**src/rtl/imem_pkg.sv**
```systemverilog
// Shared constants and types for the 32x32 instruction memory and its loader.
// Holds the memory geometry, the byte-stream format and the loader state encoding.
package imem_pkg;

    localparam int IMEM_ADDR_W    = 5;
    localparam int IMEM_DEPTH     = 32;
    localparam int IMEM_DATA_W    = 32;

    localparam int HDR_MIN        = 1;
    localparam int BYTES_PER_WORD = 4;

    typedef enum logic [1:0] {
        IDLE  = 2'd0,
        HDR   = 2'd1,
        BYTES = 2'd2,
        WRITE = 2'd3
    } ld_state_e;

endpackage

```
**src/rtl/imem_loader.sv**
```systemverilog
// Byte-stream writer for the instruction memory: header byte N, then N big-endian words.
// Packs four bytes per word and issues one write strobe per word while holding busy.
//
// state | meaning
// IDLE  | waiting for start; done/error show the outcome of the last load
// HDR   | accepting the word-count header byte
// BYTES | shifting in the four bytes of the current word
// WRITE | single-cycle write strobe for the packed word
module imem_loader
    import imem_pkg::*;
#(
    parameter int ADDR_W = IMEM_ADDR_W,
    parameter int DEPTH  = IMEM_DEPTH,
    parameter int DATA_W = IMEM_DATA_W
) (
    input  logic              clk,
    input  logic              reset,
    input  logic              start,
    input  logic              in_valid,
    input  logic [7:0]        in_data,
    output logic              in_ready,
    output logic              wr_en,
    output logic [ADDR_W-1:0] wr_addr,
    output logic [DATA_W-1:0] wr_data,
    output logic              busy,
    output logic              done,
    output logic              error
);

    localparam int CNT_W = $clog2(DEPTH + 1);

    ld_state_e         state_q;
    ld_state_e         state_d;
    logic [CNT_W-1:0]  remaining;
    logic [ADDR_W-1:0] word_addr;
    logic [1:0]        byte_idx;
    logic [DATA_W-1:0] shift;
    logic [DATA_W-1:0] shift_next;
    logic              hs;
    logic              hdr_ok;
    logic              last_byte;

    // Both outputs decode registered state only, so in_valid never reaches in_ready.
    assign in_ready   = (state_q == HDR) || (state_q == BYTES);
    assign wr_en      = (state_q == WRITE);

    assign hs         = in_valid && in_ready;
    assign hdr_ok     = ({24'd0, in_data} >= 32'(HDR_MIN)) && ({24'd0, in_data} <= 32'(DEPTH));
    assign last_byte  = (byte_idx == 2'(BYTES_PER_WORD - 1));
    assign shift_next = {shift[DATA_W-9:0], in_data};

    always_ff @(posedge clk or posedge reset) begin
        if (reset) begin
            state_q <= IDLE;
        end else begin
            state_q <= state_d;
        end
    end

    always_comb begin
        state_d = state_q;
        case (state_q)
            IDLE:    if (start) state_d = HDR;
            HDR:     if (hs) state_d = hdr_ok ? BYTES : IDLE;
            BYTES:   if (hs && last_byte) state_d = WRITE;
            WRITE:   state_d = (remaining == CNT_W'(1)) ? IDLE : BYTES;
            default: state_d = IDLE;
        endcase
    end

    always_ff @(posedge clk or posedge reset) begin
        if (reset) begin
            remaining <= '0;
            word_addr <= '0;
            byte_idx  <= '0;
            shift     <= '0;
            wr_addr   <= '0;
            wr_data   <= '0;
            busy      <= 1'b0;
            done      <= 1'b0;
            error     <= 1'b0;
        end else begin
            case (state_q)
                IDLE: begin
                    if (start) begin
                        busy  <= 1'b1;
                        done  <= 1'b0;
                        error <= 1'b0;
                    end
                end
                HDR: begin
                    if (hs) begin
                        if (hdr_ok) begin
                            remaining <= in_data[CNT_W-1:0];
                            word_addr <= '0;
                            byte_idx  <= '0;
                        end else begin
                            error <= 1'b1;
                            busy  <= 1'b0;
                        end
                    end
                end
                BYTES: begin
                    if (hs) begin
                        shift    <= shift_next;
                        byte_idx <= byte_idx + 2'd1;
                        // Latch the write port on the 4th byte so it holds between strobes.
                        if (last_byte) begin
                            wr_addr <= word_addr;
                            wr_data <= shift_next;
                        end
                    end
                end
                WRITE: begin
                    word_addr <= word_addr + ADDR_W'(1);
                    remaining <= remaining - CNT_W'(1);
                    if (remaining == CNT_W'(1)) begin
                        busy <= 1'b0;
                        done <= 1'b1;
                    end else begin
                        byte_idx <= '0;
                    end
                end
                default: ;
            endcase
        end
    end

endmodule

```
**config.mk**
```make
export PLATFORM = sky130hd
export DESIGN_NAME = imem_loader
export DESIGN_NICKNAME = d
export VERILOG_FILES = /design/src/rtl/imem_pkg.sv /design/src/rtl/imem_loader.sv
export SDC_FILE = /design/constraint.sdc
export NUM_CORES = 1
export LEC_CHECK = 0
export BUFFER_PORTS_ARGS = -buffer_cell sky130_fd_sc_hd__buf_2
export CORE_MARGIN = 2
export CORE_UTILIZATION = 55
export DETAILED_ROUTE_END_ITERATION = 6
export PLACE_DENSITY = 0.83
export RECOVER_POWER = 50
export SYNTH_ARGS = -nofsm -noshare
export SYNTH_HDL_FRONTEND = slang
export SYNTH_SLANG_ARGS = --single-unit
```
**constraint.sdc**
```tcl
create_clock -name clk -period 2.7 [get_ports clk]
set_input_delay 0 -clock clk [delete_from_list [all_inputs] [get_ports clk]]
set_output_delay 0 -clock clk [all_outputs]
set_load 0.05 [all_outputs]
```
==> out/metrics.json, run 1 <==
{
  "status": {"value": "complete, but fails checks"},
  "violations": {"value": "capacitance limit, slew limit"},
  "netlist.top_cell.by_area": {"value": "sky130_fd_sc_hd__dfrtp_1"},
  "hold_path_depth": {"value": 5},
  "initial_core_util": {"value": 57.7, "unit": "%"},
  "synth.net_count": {"value": 296},
  "grt_antenna_before_repair": {"value": 0},
  "grt_pass1_wl": {"value": 11100, "unit": "um"},
  "power_switching": {"value": 1240, "unit": "uW"},
  "timing.critical_path.required": {"value": 2950, "unit": "ps"},
  "fin_util": {"value": 67.0, "unit": "%"},
  "worst_pin_slew": {"value": 1870, "unit": "ps"},
  "cts-root-to-sink-buffers": {"value": 2},
  "number_of_cells_after_detailed_placement": {"value": 396},
  "fin_worst_hold_slack": {"value": 129, "unit": "ps"},
  "clock_sink_count": {"value": 79},
  "clk_latency": {"value": 350, "unit": "ps"},
  "clk_root_buffer_cell": {"value": "sky130_fd_sc_hd__clkbuf_8"},
  "dieWidth": {"value": 83.3, "unit": "um"},
  "rsz0062_at_grt": {"value": "no"},
  "dominantRegCellSynth": {"value": "sky130_fd_sc_hd__dfrtp_1"},
  "critPathArrivalTime": {"value": 2560, "unit": "ps"},
  "wl_per_cell": {"value": 16.1, "unit": "um"},
  "worst_hold_path_type": {"value": "input port to register"},
  "p_leak": {"value": 0.00198, "unit": "uW"},
  "die_y": {"value": 83.3, "unit": "um"},
  "floorplan.core_area": {"value": 5990, "unit": "sq um"},
  "postSynthRegisterBits": {"value": 79},
  "tritoncts": {"value": "built"},
  "area_occupied_by_multi_input_gates": {"value": 1370, "unit": "sq um"},
  "fin_cells": {"value": 422},
  "setup-violations-final": {"value": 0},
  "detailroute.via_count": {"value": 2332},
  "number_of_i_o_pins": {"value": 54},
  "synth_edf_count": {"value": 0},
  "worst-r2r-cell-count": {"value": 7},
  "place_congestion": {"value": 0.815},
  "wl": {"value": 6810, "unit": "um"},
  "critical_path_class": {"value": "input port to register"},
  "ys_warn_count": {"value": 0},
  "maxSlewHeadroom": {"value": -24.4, "unit": "%"},
  "internal_power_component": {"value": 2180, "unit": "uW"},
  "maximum_number_of_pins_on_one_net_before_global_route_repair": {"value": 80},
  "synth_seq_area_share": {"value": 57.2, "unit": "%"},
  "finalMaxSlewViolations": {"value": 80},
  "drt-initial-drc-count": {"value": 192},
  "synthToLayoutAreaGrowth": {"value": 16.1, "unit": "%"},
  "report.final.hold_viol_count": {"value": 0},
  "power.clock.fraction": {"value": 23.5, "unit": "%"},
  "layout.nets": {"value": 362},
  "cp-start-kind": {"value": "input port"},
  "place_hpwl": {"value": 4560, "unit": "um"},
  "setup.worst_path.end_class": {"value": "register"},
  "fin_crit": {"value": 2320, "unit": "ps"},
  "final.setup_skew": {"value": 7.82, "unit": "ps"},
  "synth.distinct_cells": {"value": 37},
  "area_share_of_the_largest_cell_type_after_synthesis": {"value": 57.2, "unit": "%"},
  "largest_fanout_on_the_critical_path": {"value": 10},
  "drv_cap": {"value": 1},
  "timing.final.crit_share": {"value": 85.8, "unit": "%"},
  "seq_area": {"value": 1980, "unit": "sq um"},
  "number_of_global_route_vias_before_repair": {"value": 2283},
  "share_comb_of_total_power": {"value": 29.5, "unit": "%"},
  "p_per_area": {"value": 853, "unit": "nW/um^2"},
  "synthesis.instances": {"value": 276},
  "post_detailed_route_drc_marker_count": {"value": 0},
  "whs_endpoint": {"value": "byte_idx[1]"},
  "dr.pass1.iters": {"value": 4},
  "hold_crit_start": {"value": "in_valid"},
  "timing.rr.end": {"value": "remaining[0]"},
  "cts_max_level": {"value": 3},
  "floorplan.die_area": {"value": 6930, "unit": "sq um"},
  "worst-r2r-setup-slack": {"value": 450, "unit": "ps"},
  "dp_worst_setup_slack": {"value": 463, "unit": "ps"},
  "ys_top_cells_by_area": {"value": "sky130_fd_sc_hd__dfrtp_1, sky130_fd_sc_hd__mux2_2, sky130_fd_sc_hd__ha_1"},
  "syn_std_cell_area": {"value": 3450, "unit": "sq um"},
  "filler_cell_count": {"value": 479},
  "drtAntennaViolNets": {"value": 0},
  "ir_drop": {"value": 663, "unit": "uV"},
  "global_route_congestion_overflow_total": {"value": 0},
  "power.share.sequential": {"value": 47.1, "unit": "%"},
  "grt_util_all_layers": {"value": 20.2, "unit": "%"},
  "cts_made_buffers": {"value": 9},
  "swShare": {"value": 36.3, "unit": "%"},
  "rows": {"value": 28},
  "asyncSetResetFlopFracSynth": {"value": 100, "unit": "%"},
  "startpoint": {"value": "in_data[3]"},
  "layout-drive-gt1-share": {"value": 27.4, "unit": "%"},
  "vias_per_cell": {"value": 5.53},
  "syn-mean-instance-area": {"value": 12.5, "unit": "sq um"},
  "timing.final.ws_setup": {"value": 384, "unit": "ps"},
  "regToRegStartpoint": {"value": "state_q[1]"},
  "total_negative_slack": {"value": 0, "unit": "ps"},
  "clock_transition_at_the_register_clock_pins_on_the_worst_setup_and_hold_paths_after_cts": {"value": 80, "unit": "ps"},
  "max_freq": {"value": 432, "unit": "MHz"},
  "num_antenna_cells": {"value": 0},
  "io_buffer_count": {"value": 53}
}
worst max path at each step:
stage | endpoint | slack [ps] | depth (start not counted)
6_report | word_addr[4] | 380 | 7
5_1_grt | remaining[0] | 230 | 7
4_1_cts | remaining[4] | 400 | 7
3_5_place_dp | remaining[0] | 460 | 7
3_3_place_gp | word_addr[4] | 610 | 6
2_1_floorplan | remaining[2] | 450 | 8
cells in the final DEF (no fill, tap or decap), drive strengths merged, types with 2 or more instances in the layout:
cell type	instances
o22ai	2
nor2b	4
inv	16
dfrtp	79
buf	16
o31ai	2
nand2b	4
and4	4
nor3	6
clkbuf	50
o211ai	2
and3	3
o21ai	16
mux2	58
mux2i	6
nand4	2
ha	8
nand2	21
nor2	13
dlygate4sd3	10
clkinv	5
a21oi	5
timing repair:
action	4_1_cts	5_1_grt
buffers inserted	0	0
gates resized for setup	0	0
hold endpoints to repair	94	0
hold buffers	10	0
final cells by class:
cell class | instances | share of cell area [%]
inverter | 14 | 1.31
tap | 75 | 2.34
clock inverter | 7 | 1.40
timing repair buffer | 67 | 8.55
clock buffer | 9 | 3.09
multi-input combinational | 171 | 34.0
sequential | 79 | 49.3
logic make-up after synthesis:
kind of cell / Yosys count / synth area share (%)
adder cells (fa/ha/maj): 8 / 2.90
multiplexers: 64 / 20.6
AO/OA/AOI/OAI: 37 / 6.81
flip-flops: 79 / 57.2
AND/OR/NAND/NOR: 62 / 9.16
buffers and inverters: 26 / 3.26
metrics by stage:
stage	instance area (sq um)	power, uW
floorplan	3450	2370
global placement	3780	2560
detailed placement	3780	2620
CTS	4060	3440
global route	4010	3620
finish	4010	3420
worst max-delay path, cell delays in order:
cell and delay (ps):
sky130_fd_sc_hd__dlygate4sd3_1 530, sky130_fd_sc_hd__buf_2 150, sky130_fd_sc_hd__or4_4 540, sky130_fd_sc_hd__or3_4 360
sky130_fd_sc_hd__and4_1 320, sky130_fd_sc_hd__or2_1 380, sky130_fd_sc_hd__a32o_1 280
registers in the layout, indices dropped and copies added (netlist names), 2 cells and up:
signal,flops
byte_idx,2
remaining,6
wr_data,32
shift,24
state_q,2
word_addr,5
wr_addr,5
layer usage:
layer | GRT usage, % | share of wire [%]
met4 | 7.30 | 1.2
met1 | 27.3 | 45
met3 | 4.97 | 5.3
met5 | 0 | 0
met2 | 32.0 | 48
synth_stat cells (3+ instances only):
library cell and n:
sky130_fd_sc_hd__a21oi_1 5, sky130_fd_sc_hd__and3_1 3, sky130_fd_sc_hd__and4_1 3, sky130_fd_sc_hd__buf_1 3, sky130_fd_sc_hd__clkbuf_1 7, sky130_fd_sc_hd__dfrtp_1 79, sky130_fd_sc_hd__ha_1 8, sky130_fd_sc_hd__inv_1 14
sky130_fd_sc_hd__mux2_2 58, sky130_fd_sc_hd__mux2i_1 6, sky130_fd_sc_hd__nand2_1 21, sky130_fd_sc_hd__nand2b_1 4, sky130_fd_sc_hd__nor2_1 13, sky130_fd_sc_hd__nor2b_1 4, sky130_fd_sc_hd__nor3_1 6, sky130_fd_sc_hd__o21ai_0 16
power groups by stage:
stage	Combinational (uW)	Sequential (uW)	Clock [uW]
4_1_cts	1010	1610	821
5_1_grt	1110	1650	871
6_report	1010	1610	803
3_5_place_dp	994	1630	0
3_3_place_gp	950	1610	0
2_1_floorplan	748	1620	0
No activity file was read; power rests on OpenSTA's default activity.
==> run 2: changes to the inputs <==
- REMOVE_ABC_BUFFERS: not set -> 1
==> run 2 against run 1 <==
  * Fmax decreased by 0.60%
  * The flow finishes with violations (capacitance limit)
  * Die area stayed put
  * Critical path depth unchanged
  * Non-clock buffer count decreased by 1
  * Total power down 0.54%
  * Clock power fell by 2%
  * Core utilization up 0.31 points
  * Highest routed layer unchanged
  * Final area is 0.47% higher
  * Final cell count shrank 0.24%
==> out/metrics.json, run 2 (synthesis results as in run 1) <==
{
  "status": {"value": "complete, but fails checks"},
  "violations": {"value": "capacitance limit"},
  "report.final.hold_viol_count": {"value": 0},
  "fin_worst_hold_slack": {"value": 15.0, "unit": "ps"},
  "wl_per_cell": {"value": 15.5, "unit": "um"},
  "die_y": {"value": 83.3, "unit": "um"},
  "ir_drop": {"value": 682, "unit": "uV"},
  "hold_crit_start": {"value": "in_data[1]"},
  "layout.nets": {"value": 361},
  "worst-r2r-setup-slack": {"value": 520, "unit": "ps"},
  "clk_latency": {"value": 340, "unit": "ps"},
  "rows": {"value": 28},
  "floorplan.core_area": {"value": 5990, "unit": "sq um"},
  "place_hpwl": {"value": 4460, "unit": "um"},
  "path_depth": {"value": 7},
  "max_freq": {"value": 429, "unit": "MHz"},
  "number_of_i_o_pins": {"value": 54},
  "cp-start-kind": {"value": "input port"},
  "setup-violations-final": {"value": 0},
  "clock_transition_at_the_register_clock_pins_on_the_worst_setup_and_hold_paths_after_cts": {"value": 80, "unit": "ps"},
  "worst-r2r-cell-count": {"value": 7},
  "p_per_area": {"value": 845, "unit": "nW/um^2"},
  "drt-initial-drc-count": {"value": 127},
  "design_power_total": {"value": 3400, "unit": "uW"},
  "seq_area": {"value": 1980, "unit": "sq um"},
  "timing.rr.end": {"value": "remaining[0]"},
  "layout-drive-gt1-share": {"value": 27.5, "unit": "%"},
  "p_leak": {"value": 0.00199, "unit": "uW"},
  "worst_pin_slew": {"value": 1470, "unit": "ps"},
  "timing.critical_path.slowest_stage_cell": {"value": "sky130_fd_sc_hd__dlygate4sd3_1"},
  "grt_pass1_wl": {"value": 11000, "unit": "um"},
  "cts_max_level": {"value": 3},
  "post_detailed_route_drc_marker_count": {"value": 0},
  "num_antenna_cells": {"value": 0},
  "filler_cell_count": {"value": 447},
  "post_dp_cell_area": {"value": 3810, "unit": "sq um"},
  "cpPeakStageDelay": {"value": 540, "unit": "ps"},
  "startpoint": {"value": "in_data[3]"},
  "met3_usage": {"value": 3.58, "unit": "%"},
  "wl": {"value": 6540, "unit": "um"},
  "largest_fanout_on_the_critical_path": {"value": 10},
  "regToRegStartpoint": {"value": "state_q[0]"},
  "tritoncts": {"value": "built"},
  "drv_cap": {"value": 1},
  "registers.top_by_ff_count": {"value": "wr_data"},
  "number_of_global_route_vias_before_repair": {"value": 2310},
  "clock_sink_count": {"value": 79},
  "finalMaxSlewViolations": {"value": 0},
  "use_met1": {"value": 26.6, "unit": "%"},
  "chain_of_cells_forming_the_critical_path": {"value": "dlygate4sd3_1 -> buf_2 -> or4_4 -> o21ai_0 -> and4_1 -> or2_1 -> mux2i_1"},
  "dieWidth": {"value": 83.3, "unit": "um"},
  "worst_hold_path_type": {"value": "input port to register"},
  "maximum_number_of_pins_on_one_net_before_global_route_repair": {"value": 41},
  "critPathArrivalTime": {"value": 2590, "unit": "ps"},
  "vias_per_cell": {"value": 5.59},
  "groute.layer.met2.usage": {"value": 31.8, "unit": "%"},
  "cts-root-to-sink-buffers": {"value": 2},
  "final_cell_mix": {"value": "sky130_fd_sc_hd__dfrtp_1, sky130_fd_sc_hd__mux2_2, sky130_fd_sc_hd__clkbuf_1"},
  "timing.critical_path.to": {"value": "remaining[0]"},
  "synthToLayoutAreaGrowth": {"value": 16.7, "unit": "%"},
  "cts_made_buffers": {"value": 9},
  "reg_top3": {"value": "wr_data x32, shift x24, remaining x6"},
  "layout_commonest_cell": {"value": "sky130_fd_sc_hd__dfrtp_1"},
  "grt-busiest-layer": {"value": "met2"},
  "largest_register_ff_count": {"value": 32},
  "grt_util_all_layers": {"value": 19.9, "unit": "%"},
  "global_route_congestion_overflow_total": {"value": 0},
  "critical_path_class": {"value": "input port to register"},
  "detailroute.via_count": {"value": 2355},
  "total_negative_slack": {"value": 0, "unit": "ps"},
  "final_area": {"value": 4030, "unit": "sq um"},
  "dr.pass1.iters": {"value": 4},
  "maxSlewHeadroom": {"value": 1.75, "unit": "%"},
  "area_occupied_by_multi_input_gates": {"value": 1370, "unit": "sq um"},
  "drtAntennaViolNets": {"value": 0},
  "fin_crit": {"value": 2330, "unit": "ps"},
  "worst-path-buf-inv": {"value": 2},
  "initial_core_util": {"value": 57.7, "unit": "%"},
  "place_congestion": {"value": 0.881},
  "critical-path-top-delay-family": {"value": "simple AND/OR/NAND/NOR gates"},
  "rsz0062_at_grt": {"value": "no"},
  "io_buffer_count": {"value": 53},
  "timing.critical_path.required": {"value": 2960, "unit": "ps"},
  "final.setup_skew": {"value": 7.05, "unit": "ps"},
  "floorplan.die_area": {"value": 6930, "unit": "sq um"},
  "timing.final.crit_share": {"value": 86.3, "unit": "%"},
  "setup.worst_path.end_class": {"value": "register"},
  "grt_antenna_before_repair": {"value": 0},
  "clk_root_buffer_cell": {"value": "sky130_fd_sc_hd__clkbuf_8"}
}
==> run 2: cell types whose count changed in the layout (fill, tap and decap cells not counted), sizes merged <==
cell / previous run / this run
buf: 16 / 17
clkinv: 5 / 3
clkinvlp: 0 / 1
dlygate4sd3: 10 / 9
==> run 2: per-layer routing <==
| layer | vias up | part of all wire, % |
|---|---|---|
| met3 | 15 | 4.6 |
| met2 | 71 | 48 |
| met5 | - | 0 |
| met4 | 0 | 1.9 |
| li1 | 1106 | - |
| met1 | 1163 | 45 |
==> run 2: area by class of cell <==
type                       instances  share of cell area (%)
clock buffer                      10                    3.42
clock inverter                     6                    1.09
inverter                          14                    1.30
multi-input combinational        171                    33.9
sequential                        79                    49.1
tap                               75                    2.33
timing repair buffer              66                    8.94
==> run 2: timing repair <==
action,4_1_cts,5_1_grt
endpoints found under the hold margin,54,0
hold buffers,9,0
resized for setup,0,0
endpoints found under the setup margin,0,0
setup buffers,0,0
==> run 2: per-stage QoR <==
step | util (%) | std cells | setup slack (ps)
global route | 67.3 | 421 | 243
CTS | 68.1 | 421 | 418
floorplan | - | 264 | 170
finish | 67.3 | 421 | 370
global placement | 63.6 | 396 | 629
detailed placement | 63.6 | 396 | 550
==> run 2: report_power, final <==
| group | switching (uW) | internal, uW |
|---|---|---|
| Clock | 427 | 364 |
| Combinational | 590 | 418 |
| Sequential | 186 | 1420 |
| Total | 1200 | 2200 |
==> run 2: how the worst min path moves through the flow <==
stage / end / slack, ps / depth (start not counted)
after floorplan: shift[2] / 150 / 1
after global placement: wr_data[18] / 200 / 2
after detailed placement: wr_data[18] / 210 / 2
after CTS: wr_data[1] / 7 / 3
after global routing: wr_data[1] / 30 / 3
final: wr_data[1] / 20 / 3
==> run 2: worst register-to-register path: stages (launching register included) <==
cell                      delay [ps]
sky130_fd_sc_hd__dfrtp_1         400
sky130_fd_sc_hd__inv_1            90
sky130_fd_sc_hd__ha_1            320
sky130_fd_sc_hd__nand2_1         110
sky130_fd_sc_hd__nor3_1          190
sky130_fd_sc_hd__and4_1          430
sky130_fd_sc_hd__or2_1           330
sky130_fd_sc_hd__mux2i_1         240
